[src/rtl/contador_ad_bcd_mod.sv]
// contador_ad_bcd_mod: two-digit BCD up/down counter with edit, run and load.
// Define AUTOREPEAT_EN to compile in the held-button auto-repeat FSM.
module contador_ad_bcd_mod #(
    parameter int MIN_VAL     = 0,
    parameter int MAX_VAL     = 59,
    parameter int EDIT_CODE   = 2,
    parameter int RUN_CODE    = 3,
    parameter int HOLD_CYCLES = 50000000,
    parameter int RPT_CYCLES  = 10000000
) (
    input  logic       clk,
    input  logic       reset,
    input  logic [3:0] en_count,
    input  logic       enUP,
    input  logic       enDOWN,
    input  logic       tick,
    input  logic       load,
    input  logic [3:0] load_digit1,
    input  logic [3:0] load_digit0,
    output logic [3:0] digit1,
    output logic [3:0] digit0,
    output logic       carry,
    output logic       load_err
);
    localparam int W = $clog2(MAX_VAL + 1);
    localparam logic [W-1:0] QMIN = W'(MIN_VAL);
    localparam logic [W-1:0] QMAX = W'(MAX_VAL);

    logic [W-1:0] q_q, q_d;
    logic [3:0]   d1_q, d1_d, d0_q, d0_d;
    logic         carry_q, carry_d;
    logic         err_q, err_d;
    logic         up_prev_q, dn_prev_q;
    logic         up_tick, dn_tick;
    logic         edit_mode, run_mode;
    logic         rpt_up, rpt_dn;
    logic         step_up, step_dn;
    logic         ld_ok;
    int           ld_val;

    assign up_tick   = enUP & ~up_prev_q;
    assign dn_tick   = enDOWN & ~dn_prev_q;
    assign edit_mode = (en_count == 4'(EDIT_CODE));
    assign run_mode  = (en_count == 4'(RUN_CODE));
    assign step_up   = up_tick | rpt_up;
    assign step_dn   = dn_tick | rpt_dn;

    assign ld_val = int'(load_digit1) * 10 + int'(load_digit0);
    assign ld_ok  = (load_digit1 <= 4'd9) && (load_digit0 <= 4'd9) &&
                    (ld_val >= MIN_VAL) && (ld_val <= MAX_VAL);

`ifdef AUTOREPEAT_EN
    localparam int CMAX = (HOLD_CYCLES > RPT_CYCLES) ? HOLD_CYCLES : RPT_CYCLES;
    localparam int CW   = $clog2(CMAX + 1);

    typedef enum logic [1:0] {
        IDLE,
        HOLD,
        REPEAT
    } rpt_state_e;

    rpt_state_e    st_q, st_d;
    logic [CW-1:0] cnt_q, cnt_d;
    logic          dir_q, dir_d;
    logic          held;

    // Only the button that started the hold, alone, keeps it alive.
    assign held = dir_q ? (enUP & ~enDOWN) : (enDOWN & ~enUP);

    always_ff @(posedge clk or posedge reset) begin
        if (reset) begin
            st_q  <= IDLE;
            cnt_q <= '0;
            dir_q <= 1'b1;
        end else begin
            st_q  <= st_d;
            cnt_q <= cnt_d;
            dir_q <= dir_d;
        end
    end

    always_comb begin
        st_d   = st_q;
        cnt_d  = cnt_q;
        dir_d  = dir_q;
        rpt_up = 1'b0;
        rpt_dn = 1'b0;
        if (load || !edit_mode) begin
            st_d  = IDLE;
            cnt_d = '0;
        end else if (up_tick ^ dn_tick) begin
            st_d  = HOLD;
            cnt_d = '0;
            dir_d = up_tick;
        end else if (!held) begin
            st_d  = IDLE;
            cnt_d = '0;
        end else begin
            unique case (st_q)
                HOLD: begin
                    if (cnt_q == CW'(HOLD_CYCLES - 1)) begin
                        st_d   = REPEAT;
                        cnt_d  = '0;
                        rpt_up = dir_q;
                        rpt_dn = ~dir_q;
                    end else begin
                        cnt_d = cnt_q + CW'(1);
                    end
                end
                REPEAT: begin
                    if (cnt_q == CW'(RPT_CYCLES - 1)) begin
                        cnt_d  = '0;
                        rpt_up = dir_q;
                        rpt_dn = ~dir_q;
                    end else begin
                        cnt_d = cnt_q + CW'(1);
                    end
                end
                default: cnt_d = '0;
            endcase
        end
    end
`else
    logic unused_cfg;
    assign unused_cfg = ^{HOLD_CYCLES, RPT_CYCLES};
    assign rpt_up     = 1'b0;
    assign rpt_dn     = 1'b0;
`endif

    always_comb begin
        q_d     = q_q;
        carry_d = 1'b0;
        err_d   = 1'b0;
        if (load) begin
            if (ld_ok) q_d = W'(ld_val);
            else       err_d = 1'b1;
        end else if (edit_mode) begin
            unique case (1'b1)
                step_up && !step_dn: q_d = (q_q == QMAX) ? QMIN : q_q + W'(1);
                step_dn && !step_up: q_d = (q_q == QMIN) ? QMAX : q_q - W'(1);
                default:             q_d = q_q;
            endcase
        end else if (run_mode && tick) begin
            if (q_q == QMAX) begin
                q_d     = QMIN;
                carry_d = 1'b1;
            end else begin
                q_d = q_q + W'(1);
            end
        end
        // Digits are re-derived from the next count so they move on the same edge.
        d1_d = 4'(int'(q_d) / 10);
        d0_d = 4'(int'(q_d) % 10);
    end

    always_ff @(posedge clk or posedge reset) begin
        if (reset) begin
            q_q       <= QMIN;
            d1_q      <= 4'(MIN_VAL / 10);
            d0_q      <= 4'(MIN_VAL % 10);
            carry_q   <= 1'b0;
            err_q     <= 1'b0;
            up_prev_q <= 1'b1;
            dn_prev_q <= 1'b1;
        end else begin
            q_q       <= q_d;
            d1_q      <= d1_d;
            d0_q      <= d0_d;
            carry_q   <= carry_d;
            err_q     <= err_d;
            up_prev_q <= enUP;
            dn_prev_q <= enDOWN;
        end
    end

    assign digit1   = d1_q;
    assign digit0   = d0_q;
    assign carry    = carry_q;
    assign load_err = err_q;
endmodule

[config.mk]
export PLATFORM = sky130hd
export DESIGN_NAME = contador_ad_bcd_mod
export DESIGN_NICKNAME = d
export VERILOG_FILES = /design/src/rtl/contador_ad_bcd_mod.sv
export SDC_FILE = /design/constraint.sdc
export NUM_CORES = 1
export LEC_CHECK = 0
export ABC_AREA = 0
export BUFFER_PORTS_ARGS = -buffer_cell sky130_fd_sc_hd__clkbuf_2
export CORE_ASPECT_RATIO = 1.1
export CORE_MARGIN = 1.5
export CORE_UTILIZATION = 54
export CTS_BUF_LIST = sky130_fd_sc_hd__clkbuf_8
export DETAILED_ROUTE_END_ITERATION = 12
export PLACE_DENSITY = 0.84
export SETUP_SLACK_MARGIN = 0.5
export SLEW_MARGIN = 10
export SYNTH_ARGS = -nofsm -noshare
export SYNTH_HDL_FRONTEND = slang
export SYNTH_SLANG_ARGS = --single-unit
export TNS_END_PERCENT = 20
[constraint.sdc]
create_clock -name clk -period 4 [get_ports clk]
set_input_delay 0.8 -clock clk [delete_from_list [all_inputs] [get_ports clk]]
set_output_delay 0.8 -clock clk [all_outputs]
set_load 0.01 [all_outputs]
; ---- Word-level counts from Yosys, hierarchy flattened
; Index checks and enable logic that the tools add are counted.
[word_totals]
in_bits = 18
ff_bits = 18
elab_cells = 46
[classes]
n_mux = 13
order_cmp = 4
multipliers = 1
n_addsub = 3
n_bitwise = 4
n_eq_ne = 3
n_div = 2
reduce_logical = 9
[op_table]
columns = op, count
row1 = 2-to-1 mux 6 bit, 6
row2 = divider 7 x 5 -> 32 bit (second input constant), 1
row3 = modulo 7 x 5 -> 32 bit (second input constant), 1
row4 = case mux 6 bit (2 select lines), 1
row5 = adder 8 x 4 -> 9 bit, 1
row6 = >= comparator 9 x 1 -> 1 bit (second input constant), 1
row7 = <= comparator 9 x 6 -> 1 bit (second input constant), 1
row8 = == test 4 x 2 -> 1 bit (second input constant), 2
row9 = <= comparator 4 bit (second input constant), 2
row10 = multiplier 4 x 3 -> 7 bit (second input constant), 1
row11 = adder 6 x 1 -> 6 bit (second input constant), 1
row12 = == test 6 bit (second input constant), 1
row13 = logical AND 1 bit, 6
row14 = logical NOT 6 bit, 1
row15 = 2-to-1 mux 1 bit, 6
row16 = subtractor 6 x 1 -> 6 bit (second input constant), 1
row17 = bitwise AND 1 bit, 2
row18 = logical NOT 1 bit, 2
row19 = inverter 1 bit, 2

; ---- Depth between registers and ports, before layout
[depth]
depth_word = 8
depth_mapped = 24
depth_no_buf = 22

; ---- Worst setup path before layout
; No wires, ideal clock.
[synth_timing]
path_kind = input -> register
start = input load_digit1[1]
end = register d0_q[3] (netlist: digit0[3])
path_stages = 23
slack_ps = -951
required_time_ps = 3913
t_arrival_ps = 4864
path_cell_list = ha_1 > ha_1 > inv_1 > fa_1 > and3_1 > o211a_1 > or3b_4 > a21o_1 > a22o_1 > buf_6 > inv_1 > ha_1 > inv_1 > ha_1 > nand2b_1 > nand3b_1 > o221ai_1 > and3_1 > buf_6 > xnor2_1 > ha_1 > a31o_1 > a22oi_1
[synth_between]
elab_chain_cells = 8
word_cells_on_any_way = 11
[synth_lines]
columns = element, line_no
row1 = "start, declared", 18  ; input logic [3:0] load_digit1,
row2 = multiplier 4 x 3 -> 7 bit, 48  ; assign ld_val = int'(load_digit1) * 10 + int'(load_digit0);
row3 = adder 8 x 4 -> 9 bit, 48
row4 = >= comparator 9 x 1 -> 1 bit, 50  ; (ld_val >= MIN_VAL) && (ld_val <= MAX_VAL);
row5 = logical AND 1 bit, 49  ; assign ld_ok = (load_digit1 <= 4'd9) && (load_digit0 <= 4'd9) &&
row6 = logical AND 1 bit, 50
row7 = 2-to-1 mux 6 bit (*), 135  ; if (ld_ok) q_d = W'(ld_val);
row8 = 2-to-1 mux 6 bit (*), 134  ; if (load) begin
row9 = net q_d[3], 29  ; logic [W-1:0] q_q, q_d;
row10 = modulo 7 x 5 -> 32 bit (*), 153  ; d0_d = 4'(int'(q_d) % 10);
row11 = net d0_d[3], 30  ; logic [3:0] d1_q, d1_d, d0_q, d0_d;
row12 = "end signal, assigned", 160  ; d0_q <= 4'(MIN_VAL % 10);
row13 = "end, declared", 30
; Mark *: on every way through the listed nets, which the timed path passes. The rest lies on a longest branch.

; ---- Worst setup path in the final report
[layout_timing]
start = input load_digit1[3]
end = register d0_q[2] (netlist: digit0[2])
[layout_between]
elab_chain_cells = 8
word_cells_on_any_way = 11
[layout_lines]
columns = element, line_no
row1 = multiplier 4 x 3 -> 7 bit, 48
row2 = adder 8 x 4 -> 9 bit, 48
row3 = >= comparator 9 x 1 -> 1 bit, 50
row4 = logical AND 1 bit, 49
row5 = logical AND 1 bit, 50
row6 = 2-to-1 mux 6 bit (*), 135
row7 = 2-to-1 mux 6 bit (*), 134
row8 = modulo 7 x 5 -> 32 bit (*), 153
row9 = net d0_d[2], 30
; Marks and branches as above.

==> metrics.cfg <==
[status]
status = complete, but fails checks
violations = negative setup slack

[logic_synthesis]
synth-main-ff-cell = dfrtp_1
syn-num-nets = 285
synth_seq_area_share = 0.197
synth.distinct_cells = 70
synth_seq_cells = 16
yosys_warnings = 0
synth-edff-count = 0
synth_area_sq_um = 2050
syn_inst = 248
avgSynthCellArea_sq_um = 8.26
synthArstFlopShare = 1.00

[global_route]
grt_overflow = 0
grt_max_degree = 17
grt_pass1_wl_mm = 10.3
antenna_found_initial = 0
track_usage = 0.327
grt_pass1_vias = 2213

[sta]
hold_viol_final = 0
fin_crit_sh = 1.17
rsz0062_at_grt = yes
setup_viol = 5
worst_pin_slew_ns = 0.612
final_max_slew_viol_count = 0
fmax_ghz = 0.213
relSlewSlack = 0.592
period_minus_slack_ns = 4.69
finClkSkew_ns = 0.00439
setup_slack_ns = -0.687

[setup_path]
worstSetupPathType = in -> reg
critPathCaptureType = flop
crit_required_ns = 4.18
cp.arrival_ns = 4.87
crit_fanout = 4
cp-start-kind = input port
crit_start = load_digit1[3]
r2r_start = dn_prev_q$_DFF_PP1_

[final_layout]
final_area_sq_um = 2840
drive_above_1_share = 0.392
regArea_sq_um = 403
fill_cells = 247
fin_util = 0.784
diodes = 0
multi_input_area_sq_um = 1580
layout.nets = 372
syn_to_final_growth_pct = 38.7

[pwr]
comb_power_share = 0.742
p_int_uw = 933
vdd_drop_max_v = 0.000314
seqPwrFrac = 0.169
p_switching_uw = 738
power_density_nw_per_um2 = 588
p_clk_frac = 0.089
switching_share = 0.442
power.leakage_uw = 0.00133

[die]
ios = 28
die_area_sq_um = 4170
die_x_um = 61.7
initial_core_util = 0.565
num_rows = 23
fp.dieH_um = 67.6
coreArea_sq_um = 3630

[routing]
dr.pass1.iters = 5
drtIter0Drc = 260
viasPerCell = 6.27
drc_errors = 0
ant_nets = 0
vias = 2409
wl_mm = 6.57
wire_per_inst_um = 17.1

[clock_network]
cts-hold-fix-buffers = 0
clock_sinks = 16
cts_max_level = 1
clk_latency_ns = 0.26
cts_buffer_depth = 2
root_buffer = clkbuf_8
tritoncts = done
path_clk_slew_ns = 0.07
numCtsBuffers = 3

[placement]
io_buffer_count = 26
dp_hpwl_mm = 4.68
place_area_sq_um = 2660
place.gp.congestion = 0.969

[flow_run]
timing.max_cap.violations = 0

[worst_hold_path]
worstHoldPathType = in -> async

## logic make-up after synthesis
| kind of cell | count (synthesis) | synth area share |
|---|---|---|
| AOI/OAI and AO/OA | 82 | 0.291 |
| adders and majority gates | 19 | 0.123 |
| xor gates and xnor gates | 6 | 0.0256 |
| and+or+nand+nor | 83 | 0.257 |
| other | 1 | 0.00183 |
| muxes | 5 | 0.0269 |
| buffers and inverters | 36 | 0.0781 |
| DFF | 16 | 0.197 |
## path summary, 6_finish.rpt
check	to	slack, ns	cells past startpoint
max in group asynchronous	digit0[0]$_DFF_PP0_	3.02	2
min reg2reg	q_q[5]$_DFF_PP0_	0.80	2
max	digit0[2]$_DFF_PP0_	-0.69	24
min	q_q[2]$_DFF_PP0_	0.58	2
min in group clk	up_prev_q$_DFF_PP1_	0.75	2
max reg2reg	digit0[3]$_DFF_PP0_	0.07	19
## layout make-up
class	instances	share of cell area
Clock buffer	4	0.0194
Inverter	24	0.0317
Multi-Input combinational cell	196	0.557
Sequential cell	16	0.142
Tap cell	50	0.0220
Timing Repair Buffer	94	0.228
## stage by stage
stage,hold slack (ns),setup slack [ns],std cells,setup TNS (ns),total power (uW)
finish,0.584,-0.687,384,-2.95,1670
global route,0.644,-0.863,384,-3.63,1770
CTS,0.596,-0.590,384,-2.39,1610
detailed placement,0.741,-1.06,370,-4.57,1340
floorplan,0.668,-0.748,248,-3.02,969
global placement,0.730,-0.907,370,-3.84,1290
## cell usage after synthesis (all sizes together), types with 3 or more instances
cell | count | area share
and2 | 6 | 0.018
nor4 | 3 | 0.0092
mux2i | 4 | 0.020
o21ai | 13 | 0.032
nand2 | 14 | 0.026
nor2b | 4 | 0.012
a211oi | 4 | 0.017
inv | 24 | 0.044
ha | 17 | 0.10
o211ai | 4 | 0.017
o21a | 5 | 0.018
dfrtp | 14 | 0.17
buf | 6 | 0.023
nor3b | 3 | 0.013
a31o | 3 | 0.013
o31a | 3 | 0.013
clkbuf | 6 | 0.011
o211a | 3 | 0.015
and3 | 6 | 0.018
nor4b | 5 | 0.021
a21oi | 17 | 0.042
nor2 | 8 | 0.020
nand3 | 4 | 0.0098
a21o | 4 | 0.015
nand2b | 6 | 0.018
xnor2 | 4 | 0.017
a311oi | 4 | 0.017
nand4 | 4 | 0.020
nor3 | 10 | 0.027
## worst max-delay path, cell delays in order
cell	delay [ns]
clkbuf_2	0.11
ha_4	0.27
ha_4	0.12
inv_2	0.04
fa_2	0.56
and3_1	0.15
o211a_1	0.15
or3b_4	0.40
a21o_1	0.19
a22o_1	0.25
inv_2	0.09
mux2i_2	0.26
buf_4	0.15
buf_4	0.09
buf_4	0.09
buf_4	0.09
buf_4	0.09
buf_4	0.10
buf_4	0.10
buf_4	0.10
o21ai_0	0.10
mux2_4	0.29
nand4_4	0.09
mux2i_1	0.19
## per-layer routing
metal / up-vias / wire, um / track usage
met5: - / 0 / 0
met4: 0 / 274 / 0.154
met3: 32 / 456 / 0.0460
met2: 148 / 3320 / 0.567
met1: 1122 / 2520 / 0.388
li1: 1107 / - / -
## power by group through the flow
stage | registers (uW) | clock network (uW) | logic [uW]
after CTS | 276 | 148 | 1190
after global placement | 275 | 0 | 1010
final | 282 | 149 | 1240
after global routing | 287 | 156 | 1330
after detailed placement | 278 | 0 | 1060
after floorplan | 261 | 0 | 708
## layout by cell type (no fill, tap or decap), types with 3 or more instances in the layout
master / instances
a21oi_1: 16
ha_2: 3
clkbuf_2: 25
nand2b_1: 6
buf_4: 68
a311oi_1: 4
nand3_1: 4
xnor2_1: 4
a21o_1: 4
nor2_1: 6
o21ai_0: 13
ha_1: 11
ha_4: 3
inv_1: 22
o211ai_1: 3
nand2_1: 13
clkbuf_8: 5
and2_1: 5
o211a_1: 3
a211oi_1: 3
and3_1: 5
o21a_1: 5
nor4b_1: 4
nor2b_1: 4
dfrtp_1: 14
nor4_1: 3
nor3_1: 9
nand4_1: 3
o31a_1: 3
## state kept, by name, summed over array words and instances (netlist names)
| name | cells |
|---|---|
| digit1 | 3 |
| digit0 | 4 |
| up_prev_q | 1 |
| carry | 1 |
| load_err | 1 |
| dn_prev_q | 1 |
| q_q | 5 |
## repair_timing
action,4_1_cts,5_1_grt
pin swaps,8,4
buffers inserted,10,0
gates resized for setup,10,1
endpoints found under the setup margin,6,6
Note: power is estimated with default switching activity, not from simulation.
